File: config.mk
export PLATFORM = sky130hd
export DESIGN_NAME = sgd_x_rd
export DESIGN_NICKNAME = d
export VERILOG_FILES = /design/src/rtl/sgd_x_rd_pkg.sv /design/src/rtl/sgd_valid_pipe.sv /design/src/rtl/sgd_x_rd.sv
export SDC_FILE = /design/constraint.sdc
export NUM_CORES = 1
export LEC_CHECK = 0
export ABC_CLOCK_PERIOD_IN_PS = 6800
export BUFFER_PORTS_ARGS = -buffer_cell sky130_fd_sc_hd__buf_2
export CAP_MARGIN = 20
export CORE_AREA = 2 2 261 263
export CTS_CLUSTER_DIAMETER = 200
export DETAILED_ROUTE_END_ITERATION = 8
export DIE_AREA = 0 0 263 265
export GPL_TIMING_DRIVEN = 0
export PLACE_DENSITY = 0.44
export RECOVER_POWER = 25
export SLEW_MARGIN = 20
export SYNTH_ARGS = -nofsm -noshare
export SYNTH_HDL_FRONTEND = slang
export SYNTH_SLANG_ARGS = --single-unit
File: constraint.sdc
create_clock -name clk -period 6.8 [get_ports clk]
set_input_delay 2.04 -clock clk [delete_from_list [all_inputs] [get_ports clk]]
set_output_delay 2.04 -clock clk [all_outputs]
set_load 0.05 [all_outputs]
File: src/rtl/sgd_x_rd_pkg.sv
// Shared definitions for the x-model read path: bank/chunk geometry,
// credit limits, the default BRAM read latency and the reader state encoding.
package sgd_x_rd_pkg;

    // Bank and engine geometry; one chunk covers 2^CHUNK_SHIFT model features.
    localparam int NUM_BITS_PER_BANK  = 8;
    localparam int NUM_OF_BANKS       = 8;
    localparam int BIT_WIDTH_OF_BANK  = 3;
    localparam int ENGINE_NUM_WIDTH   = 6;
    localparam int DIS_X_BIT_DEPTH    = 12;
    localparam int MAX_BIT_WIDTH_OF_X = 20;

    localparam int X_DATA_W    = NUM_BITS_PER_BANK * 32;
    localparam int CHUNK_SHIFT = BIT_WIDTH_OF_BANK + ENGINE_NUM_WIDTH;
    localparam int MC_W        = 12;

    // x BRAM read latency in cycles from x_rd_en to x_rd_data.
    localparam int RD_LATENCY_DEF = 2;

    // More outstanding credit than this means the writer counter ran away.
    localparam logic [7:0] CREDIT_MAX = 8'd128;

    typedef enum logic [2:0] {
        IDLE        = 3'd0,
        START       = 3'd1,
        EPOCH       = 3'd2,
        WAIT_CREDIT = 3'd3,
        ISSUE       = 3'd4,
        GROUP_END   = 3'd5,
        FINISH      = 3'd6
    } x_rd_state_e;

    // Credits available; modulo-256 subtraction keeps the count right across wrap.
    function automatic logic [7:0] credit_avail(input logic [7:0] credit,
                                                input logic [7:0] consumed);
        return credit - consumed;
    endfunction

endpackage

File: src/rtl/sgd_valid_pipe.sv
// Control delay line that carries valid/last alongside the BRAM read latency.
// Every stage is cleared by reset so that nothing in flight survives it.
module sgd_valid_pipe #(
    parameter int DEPTH = 1,
    parameter int WIDTH = 1
) (
    input  logic             clk,
    input  logic             rst_n,
    input  logic [WIDTH-1:0] in_i,
    output logic [WIDTH-1:0] out_o
);

    logic [WIDTH-1:0] stage_q [DEPTH];

    // Shift the control bits one stage per cycle; reset flushes the whole line.
    always_ff @(posedge clk) begin
        if (!rst_n) begin
            for (int i = 0; i < DEPTH; i++) stage_q[i] <= '0;
        end else begin
            stage_q[0] <= in_i;
            for (int i = 1; i < DEPTH; i++) stage_q[i] <= stage_q[i-1];
        end
    end

    assign out_o = stage_q[DEPTH-1];

endmodule

File: src/rtl/sgd_x_rd.sv
// Model (x) reader for the SGD engine: walks epochs and sample groups, waits
// for writer credits, issues one BRAM read per model chunk and returns the
// chunks with a last marker. Optional debug ports: define SGD_X_RD_DEBUG_EN.
module sgd_x_rd
    import sgd_x_rd_pkg::*;
#(
    parameter int RD_LATENCY         = RD_LATENCY_DEF,
    parameter int MAX_DIMENSION_BITS = MAX_BIT_WIDTH_OF_X
) (
    input  logic                       clk,
    input  logic                       rst_n,
    input  logic                       started,
    input  logic [31:0]                dimension,
    input  logic [31:0]                number_of_epochs,
    input  logic [31:0]                number_of_samples,
    input  logic [31:0]                mini_batch_size,
    input  logic [7:0]                 x_wr_credit_counter,
    input  logic                       x_rd_afull,
    output logic                       x_rd_en,
    output logic [DIS_X_BIT_DEPTH-1:0] x_rd_addr,
    input  logic [X_DATA_W-1:0]        x_rd_data,
    output logic                       x_out_valid,
    output logic [X_DATA_W-1:0]        x_out_data,
    output logic                       x_out_last,
    output logic                       x_rd_done,
    output logic                       x_rd_error
`ifdef SGD_X_RD_DEBUG_EN
    ,
    output logic [31:0]                state_counters_x_rd,
    output logic [31:0]                x_rd_counter
`endif
);

    x_rd_state_e          state_q;
    logic                 started_d1_q, started_d2_q;
    logic [MC_W-1:0]      main_counter_q, main_counter_d;
    logic [31:0]          epochs_q, samples_q, mini_batch_q;
    logic [31:0]          epoch_index_q, sample_index_q, sample_index_d;
    logic [7:0]           consumed_q, avail_d;
    logic [MC_W-1:0]      chunk_q;
    logic                 last_chunk_d, issue_d;
    logic                 x_rd_en_q, rd_last_q, done_q, error_q;
    logic [DIS_X_BIT_DEPTH-1:0] x_rd_addr_q;
    logic [X_DATA_W-1:0]  x_out_data_q;
    logic [1:0]           pipe_out;
    logic [MAX_DIMENSION_BITS:0] dim_sum_d;
    logic                 cfg_unused;

    // Chunks per sample group, rounded up; only the low dimension bits matter.
    assign dim_sum_d = {1'b0, dimension[MAX_DIMENSION_BITS-1:0]}
                     + (MAX_DIMENSION_BITS+1)'((1 << CHUNK_SHIFT) - 1);
    assign main_counter_d = MC_W'(dim_sum_d >> CHUNK_SHIFT);

    assign avail_d        = credit_avail(x_wr_credit_counter, consumed_q);
    assign sample_index_d = sample_index_q + 32'(NUM_OF_BANKS);
    assign last_chunk_d   = (chunk_q == main_counter_q - 1'b1);
    assign issue_d        = (state_q == ISSUE) && !x_rd_afull;

    // Mini-batch size and dimension bits above the model range do not affect reads.
    assign cfg_unused = ^{mini_batch_q, dimension[31:MAX_DIMENSION_BITS]};

    // Two-flop delay on the start level before leaving IDLE.
    always_ff @(posedge clk) begin
        if (!rst_n) begin
            started_d1_q <= 1'b0;
            started_d2_q <= 1'b0;
        end else begin
            started_d1_q <= started;
            started_d2_q <= started_d1_q;
        end
    end

    // Capture the job configuration once, as the reader leaves IDLE.
    always_ff @(posedge clk) begin
        if (state_q == IDLE && started_d2_q) begin
            main_counter_q <= main_counter_d;
            epochs_q       <= number_of_epochs;
            samples_q      <= number_of_samples;
            mini_batch_q   <= mini_batch_size;
        end
    end

    // Reader state machine with registered strobe, last, done and error outputs.
    always_ff @(posedge clk) begin
        if (!rst_n) begin
            state_q        <= IDLE;
            x_rd_en_q      <= 1'b0;
            rd_last_q      <= 1'b0;
            done_q         <= 1'b0;
            error_q        <= 1'b0;
            consumed_q     <= '0;
            epoch_index_q  <= '0;
            sample_index_q <= '0;
            chunk_q        <= '0;
        end else begin
            x_rd_en_q <= 1'b0;
            rd_last_q <= 1'b0;
            case (state_q)
                IDLE: begin
                    if (started_d2_q) state_q <= START;
                end
                START: begin
                    epoch_index_q  <= '0;
                    sample_index_q <= '0;
                    consumed_q     <= '0;
                    if (main_counter_q == '0) begin
                        error_q <= 1'b1;
                        state_q <= FINISH;
                    end else begin
                        error_q <= 1'b0;
                        state_q <= EPOCH;
                    end
                end
                EPOCH: begin
                    if (epoch_index_q == epochs_q) begin
                        state_q <= FINISH;
                    end else begin
                        epoch_index_q  <= epoch_index_q + 32'd1;
                        sample_index_q <= '0;
                        state_q        <= WAIT_CREDIT;
                    end
                end
                WAIT_CREDIT: begin
                    if (avail_d == 8'd0) begin
                        state_q <= WAIT_CREDIT;
                    end else if (avail_d > CREDIT_MAX) begin
                        error_q <= 1'b1;
                        state_q <= FINISH;
                    end else begin
                        consumed_q <= consumed_q + 8'd1;
                        chunk_q    <= '0;
                        state_q    <= ISSUE;
                    end
                end
                ISSUE: begin
                    if (issue_d) begin
                        x_rd_en_q <= 1'b1;
                        rd_last_q <= last_chunk_d;
                        chunk_q   <= chunk_q + 1'b1;
                        if (last_chunk_d) state_q <= GROUP_END;
                    end
                end
                GROUP_END: begin
                    sample_index_q <= sample_index_d;
                    if (sample_index_d >= samples_q) state_q <= EPOCH;
                    else                              state_q <= WAIT_CREDIT;
                end
                FINISH: begin
                    done_q <= 1'b1;
                end
                default: state_q <= IDLE;
            endcase
        end
    end

    // Read address follows the chunk index of each issued read.
    always_ff @(posedge clk) begin
        if (issue_d) x_rd_addr_q <= DIS_X_BIT_DEPTH'(chunk_q);
    end

    // Register BRAM read data once on its way out.
    always_ff @(posedge clk) begin
        x_out_data_q <= x_rd_data;
    end

    sgd_valid_pipe #(
        .DEPTH (RD_LATENCY + 1),
        .WIDTH (2)
    ) u_valid_pipe (
        .clk   (clk),
        .rst_n (rst_n),
        .in_i  ({rd_last_q, x_rd_en_q}),
        .out_o (pipe_out)
    );

    assign x_rd_en     = x_rd_en_q;
    assign x_rd_addr   = x_rd_addr_q;
    assign x_out_valid = pipe_out[0];
    assign x_out_last  = pipe_out[1];
    assign x_out_data  = x_out_data_q;
    assign x_rd_done   = done_q;
    assign x_rd_error  = error_q;

`ifdef SGD_X_RD_DEBUG_EN
    logic [31:0] x_rd_counter_q;

    // Count every issued BRAM read.
    always_ff @(posedge clk) begin
        if (!rst_n)         x_rd_counter_q <= '0;
        else if (x_rd_en_q) x_rd_counter_q <= x_rd_counter_q + 32'd1;
    end

    assign x_rd_counter        = x_rd_counter_q;
    assign state_counters_x_rd = {x_rd_en_q, state_q, sample_index_q[19:0], epoch_index_q[7:0]};
`endif

endmodule

Word level (Yosys, flattened, before mapping)
Memories as Yosys holds them, arrays and structs flattened.
Index checks and enable logic that the tools add are counted.

word-level totals
  flip-flop bits (word level) = 437
  bits in latches = 0
  bits in writable memories = 6
  ROM bits = 0
  bits of input ports = 396
  output and inout bits = 273
  word-level logic and storage cells = 93
  memories = 1

operators by class
  $add $sub $neg = 7
  $mul = 0
  div/mod/pow operators = 0
  order comparisons = 2
  equality and inequality tests = 15
  shift operators = 0
  multiplexer cells = 30
  bitwise logic cells = 4
  reduce and logical (&&, ||, !) cells = 18

memories
  memory                depth  bits a word  rd ports  clocked after memory_dff  write ports  line                  text
  u_valid_pipe.stage_q  3      2            3         0                         3            sgd_valid_pipe.sv:13  logic [WIDTH-1:0] stage_q [DEPTH];

operators by type and width
  kind                   number
  $pmux 32 s3            1
  $mux 32                2
  $pmux 32 s2            1
  $mux 12                3
  $add 32x1->32 const B  1
  $add 32x4->32 const B  1
  $eq 32x32->1           1
  $ge 32x32->1           1
  $pmux 12 s2            1
  $add 20x9->21 const B  1
  $pmux 3 s7             1
  $mux 3                 6
  $mux 8                 2
  $pmux 8 s2             1
  $ne 2x2->1 const B     7
  $add 12x1->12 const B  1
  $eq 12x12->1           1
  $logic_not 12->1       1
  $sub 12x1->12 const B  1
  $eq 3x3->1 const B     3
  $reduce_and 3->1       3
  $add 8x1->8 const B    1
  $gt 8x8->1 const B     1
  $logic_not 8->1        1
  15 further kinds       33

Longest topological paths before layout
  depth after elaboration = 5
  mapped depth = 16
  mapped depth without buffers = 14

By module
From an unflattened synthesis, not the netlist that was laid out.

second synthesis, totals
  cells, all modules = 1,164
  area, all modules = 14,337.5 um^2

modules (own cells, without submodules)
  module          instances  cells each  area each (um^2)  seq. area each (um^2)
  sgd_x_rd        1          1,150       14,164.8          9,569.2
  sgd_valid_pipe  1          14          172.7             120.1

Worst setup path after synthesis
Ideal clock, no wire load.

  path kind = in2reg
  start point = in x_rd_afull
  end point = reg chunk_q[9]
  library setup time = 59 ps
  arrival time = 4,722 ps
  required time = 6,741 ps
  slack = 2,019 ps
  stages on the path = 4
  path buffers = 0
  path through = nor4_1 -> a32oi_1 -> or4_1 -> nand2_1

on the way
  word-level cells in the longest chain between the ends = 4

ends and longest elaborated chain
  element                            line             text
  start, declared                    sgd_x_rd.sv:18   input logic x_rd_afull,
  $logic_not 1->1                    sgd_x_rd.sv:57   assign issue_d = (state_q == ISSUE) && !x_rd_afull;
  $logic_and 1x1->1                  sgd_x_rd.sv:57
  $ne 2x2->1 (no source line)        -
  $reduce_and 4->1 (no source line)  -
  end signal, assigned               sgd_x_rd.sv:139  chunk_q <= chunk_q + 1'b1;
  end, declared                      sgd_x_rd.sv:40   logic [MC_W-1:0] chunk_q;

No other way between the ends.
A chain may end at the register's enable or synchronous reset.

Final worst setup path
  start point = in x_wr_credit_counter[2]
  end point = reg chunk_q[9]

on the way
  word-level cells in the longest chain between the ends = 4
  elaborated cells between the ends (all ways) = 6
  classes of those cells = add/sub (1); order compare (1); eq/ne (2); reduce/logical (2)

ends and longest elaborated chain
  element                                        line                              text
  start, declared                                sgd_x_rd.sv:17                    input logic [7:0] x_wr_credit_counter,
  $sub 8x8->8 (*)                                sgd_x_rd_pkg.sv:36                return credit - consumed;
  $gt 8x8->1 or $logic_not 8->1 (tied branches)  sgd_x_rd.sv:126, sgd_x_rd.sv:124
  $ne 2x2->1 (no source line)                    -
  $reduce_and 4->1 (no source line) (*)          -

Every way passes the cells marked *; elsewhere a longest branch is shown, timed or not.

==> flow_metrics.tcl <==
set metrics [dict create \
    status "completed" \
    holdCritStartpoint "started_d1_q$_SDFF_PN0_" \
    top_usage_layer "met1" \
    synthTopCellsByArea "dfxtp_1, edfxtp_1, xnor2_1" \
    grt_max_degree 46 \
    hold_viol 0 \
    h-tree-depth 2 \
    drv_slew 0 \
    max_slew_margin_pct 38.6 \
    cp_data_arrival_time_ns 5.01 \
    ys.flop_type "dfxtp_1" \
    overflow 0 \
    timing.rr.end "state_q[0]$_SDFFE_PN0P_" \
    num_io_pins 669 \
    fin_skew_ns 0.0214 \
    ys_seq_elements 440 \
    drt_iter0_markers 764 \
    routed_wirelength_um 68100 \
    worstReg2RegStart "sample_index_q[5]$_SDFFE_PN0P_" \
    ys_types 62 \
    num_vias 11900 \
    die-area_um2 69700 \
    yosysWarnings 0 \
    maxCapViolations 0 \
    grtUsageTotal_pct 19.0 \
    post_cts_buffers 0 \
    r2r_setup_slack_ns 2.68 \
    antenna_left 0 \
    combPwrFrac_pct 10.1 \
    hold_class "reg -> reg" \
    synthArstFlopShare_pct 0 \
    fillers 6959 \
    start_kind "primary input" \
    seqPwrFrac_pct 43.2 \
    post-route-min-period_ns 4.45 \
    criticalPathCategory "in -> reg" \
    io_buffers 624 \
    worstPathMaxFanout 10 \
    hpwlAfterDp_um 56100 \
    synth_top_area_share_pct 48.8 \
    root_buffer "clkbuf_16" \
    synth_nets 1623 \
    drt_pass1_iterations 5 \
    p_sw_share_pct 26.7 \
    routabilityCongestion 1.01 \
    dpl_cell_area_um2 18700 \
    required_ns 7.36 \
    coreArea_um2 66800 \
    drive_gt1_share_pct 38.1 \
    die_h_um 265 \
    clock-sinks 440 \
    cts_buffer_depth 3 \
    syn_area_um2 14400 \
    grt_use_met1_pct 29.0 \
    grt_use_met3_pct 7.61 \
    synthesis.instances 1185 \
    tightest_slew_ns 0.912 \
    r2r_cells 13 \
    clk_latency_ns 0.61 \
    cts_tree "done" \
    clkSlewWorstSetupHoldPaths_ns 0.06 \
    met2_usage_pct 24.4 \
    cp-end-kind "flop" \
    vias_per_cell 4.27 \
    fin_nets 2303 \
    power.switching_uw 1770 \
    die_w_um 263 \
    rsz0062_at_grt "no" \
    synth_enable_flop_cells 88 \
    post-route-util_pct 30.9 \
    wire_per_inst_um 24.4 \
    antenna_found_initial 53 \
    holdPathEnd "started_d2_q$_SDFF_PN0_" \
    final.period_utilization_pct 65.5 \
    synth_area_per_cell_um2 12.2 \
    rows 95 \
    design_area_um2 20700 \
    setup_viol 0 \
    clock_power_share_pct 46.8 \
    p_int_uw 4850 \
    fin_tns_setup_ns 0 \
    power_leakage_uw 0.00895 \
    fmax_ghz 0.225 \
    drc 0 \
    cts_hold_buf 0 \
    cts_buffers 51 \
    ir_drop_uv 202 \
    start_util_pct 21.6 \
    grt_pass1_vias 11800 \
    grt_pass1_wl_um 91900 \
    powerDensity_nw_per_um2 320 \
    ys_seq_area_share_pct 67.2 \
    syn_to_final_growth_pct 43.2 \
    cts_resized 0 \
    whs_path_depth 1 \
    yosysTopAreaCell "dfxtp_1" \
]
[through the flow]
step	cells	worst slack, ns	hold WS, ns	power [µW]
after floorplan	1185	2.02	0.412	3260
after global placement	2682	0.291	0.421	3570
after detailed placement	2685	1.77	0.419	3570
after CTS	2779	2.42	0.433	6700
after global routing	2782	2.27	0.444	6840
final	2797	2.35	0.436	6620
[placed cells by master, fill, tap and decap left out, types with 18 or more instances in the layout]
cell / count
clkbuf_1: 29
nand3_1: 33
nand4_1: 27
ha_1: 42
xnor2_1: 89
and3_1: 18
nor3_1: 27
clkbuf_16: 59
dfxtp_1: 352
xor2_1: 23
nor2b_1: 27
edfxtp_1: 88
diode_2: 18
nor2_1: 85
inv_1: 56
nand2_1: 47
a21oi_1: 42
or3_1: 21
buf_2: 621
o21ai_0: 40
[flip-flops by register name (all words and copies together), names as in the netlist]
register,cells
chunk_q,12
consumed_q,8
rd_last_q,1
state_q,3
u_valid_pipe.stage_q,6
x_out_data,256
samples_q,32
started_d1_q,1
epochs_q,32
sample_index_q,29
epoch_index_q,32
main_counter_q,12
started_d2_q,1
x_rd_done,1
x_rd_addr,12
x_rd_en,1
x_rd_error,1
[worst max path at each step]
stage / from / endpoint / slack (ns) / cells past startpoint
after global placement: x_rd_afull / chunk_q[9]$_SDFFE_PN0P_ / 0.29 / 5
after CTS: x_wr_credit_counter[2] / chunk_q[9]$_SDFFE_PN0P_ / 2.42 / 11
after global routing: x_wr_credit_counter[2] / chunk_q[9]$_SDFFE_PN0P_ / 2.27 / 11
final: x_wr_credit_counter[2] / chunk_q[9]$_SDFFE_PN0P_ / 2.35 / 11
after floorplan: x_rd_afull / chunk_q[9]$_SDFFE_PN0P_ / 2.02 / 4
after detailed placement: x_wr_credit_counter[2] / chunk_q[9]$_SDFFE_PN0P_ / 1.77 / 11
[synth_stat cells, drive strengths merged (6+ instances only)]
library cell / n
nand2: 47
a22oi: 12
xnor2: 89
and4: 6
a21o: 15
and2: 18
nor2: 85
clkbuf: 20
inv: 56
edfxtp: 88
nor4: 10
xor2: 24
or3: 21
nor2b: 27
dfxtp: 352
ha: 42
o21ai: 43
a211oi: 7
a21oi: 43
o211ai: 7
nand3: 33
nor3: 29
and3: 18
nand4: 27
a21boi: 12
buf: 7
[logic make-up after synthesis]
group,after synthesis,share of synthesized area [%]
xor+xnor,113,6.91
flops,440,67.2
simple gates,339,12.4
fa+ha+maj,42,3.64
mux,4,0.277
compound gates,164,7.35
buf+inv,83,2.31
[area by class of cell]
cell class	count	area (µm²)	share of cell area, %
diodes	18	45.0	0.218
repair buffers	627	3150	15.2
flip-flops and latches	440	9690	46.9
well taps	873	1090	5.29
multi-input cells	662	4420	21.4
clock inverters	18	255	1.24
plain buffers	27	123	0.594
clock buffers	76	1680	8.13
inverters	56	210	1.02
[metal layers]
| metal | share of wire, % | vias to the layer above |
|---|---|---|
| met1 | 49 | 5706 |
| met5 | 0.11 | - |
| li1 | - | 5507 |
| met4 | 2.0 | 12 |
| met3 | 12 | 121 |
| met2 | 37 | 588 |
[power by group through the flow]
stage	Clock, µW	Combinational [µW]	Sequential (µW)
after floorplan	0	111	3150
after global placement	0	661	2910
after detailed placement	0	667	2910
after CTS	3180	670	2850
after global routing	3270	700	2860
final	3100	665	2860
[critical path, cell delays in order]
cell,delay (ns)
buf_2,0.11
ha_1,0.33
o21ai_0,0.16
a21oi_1,0.12
o311a_4,0.35
nor4_4,0.52
xnor2_1,0.32
o21ai_1,0.25
buf_2,0.25
or4_1,0.50
nand2_1,0.07
(Power assumes the default switching activity.)
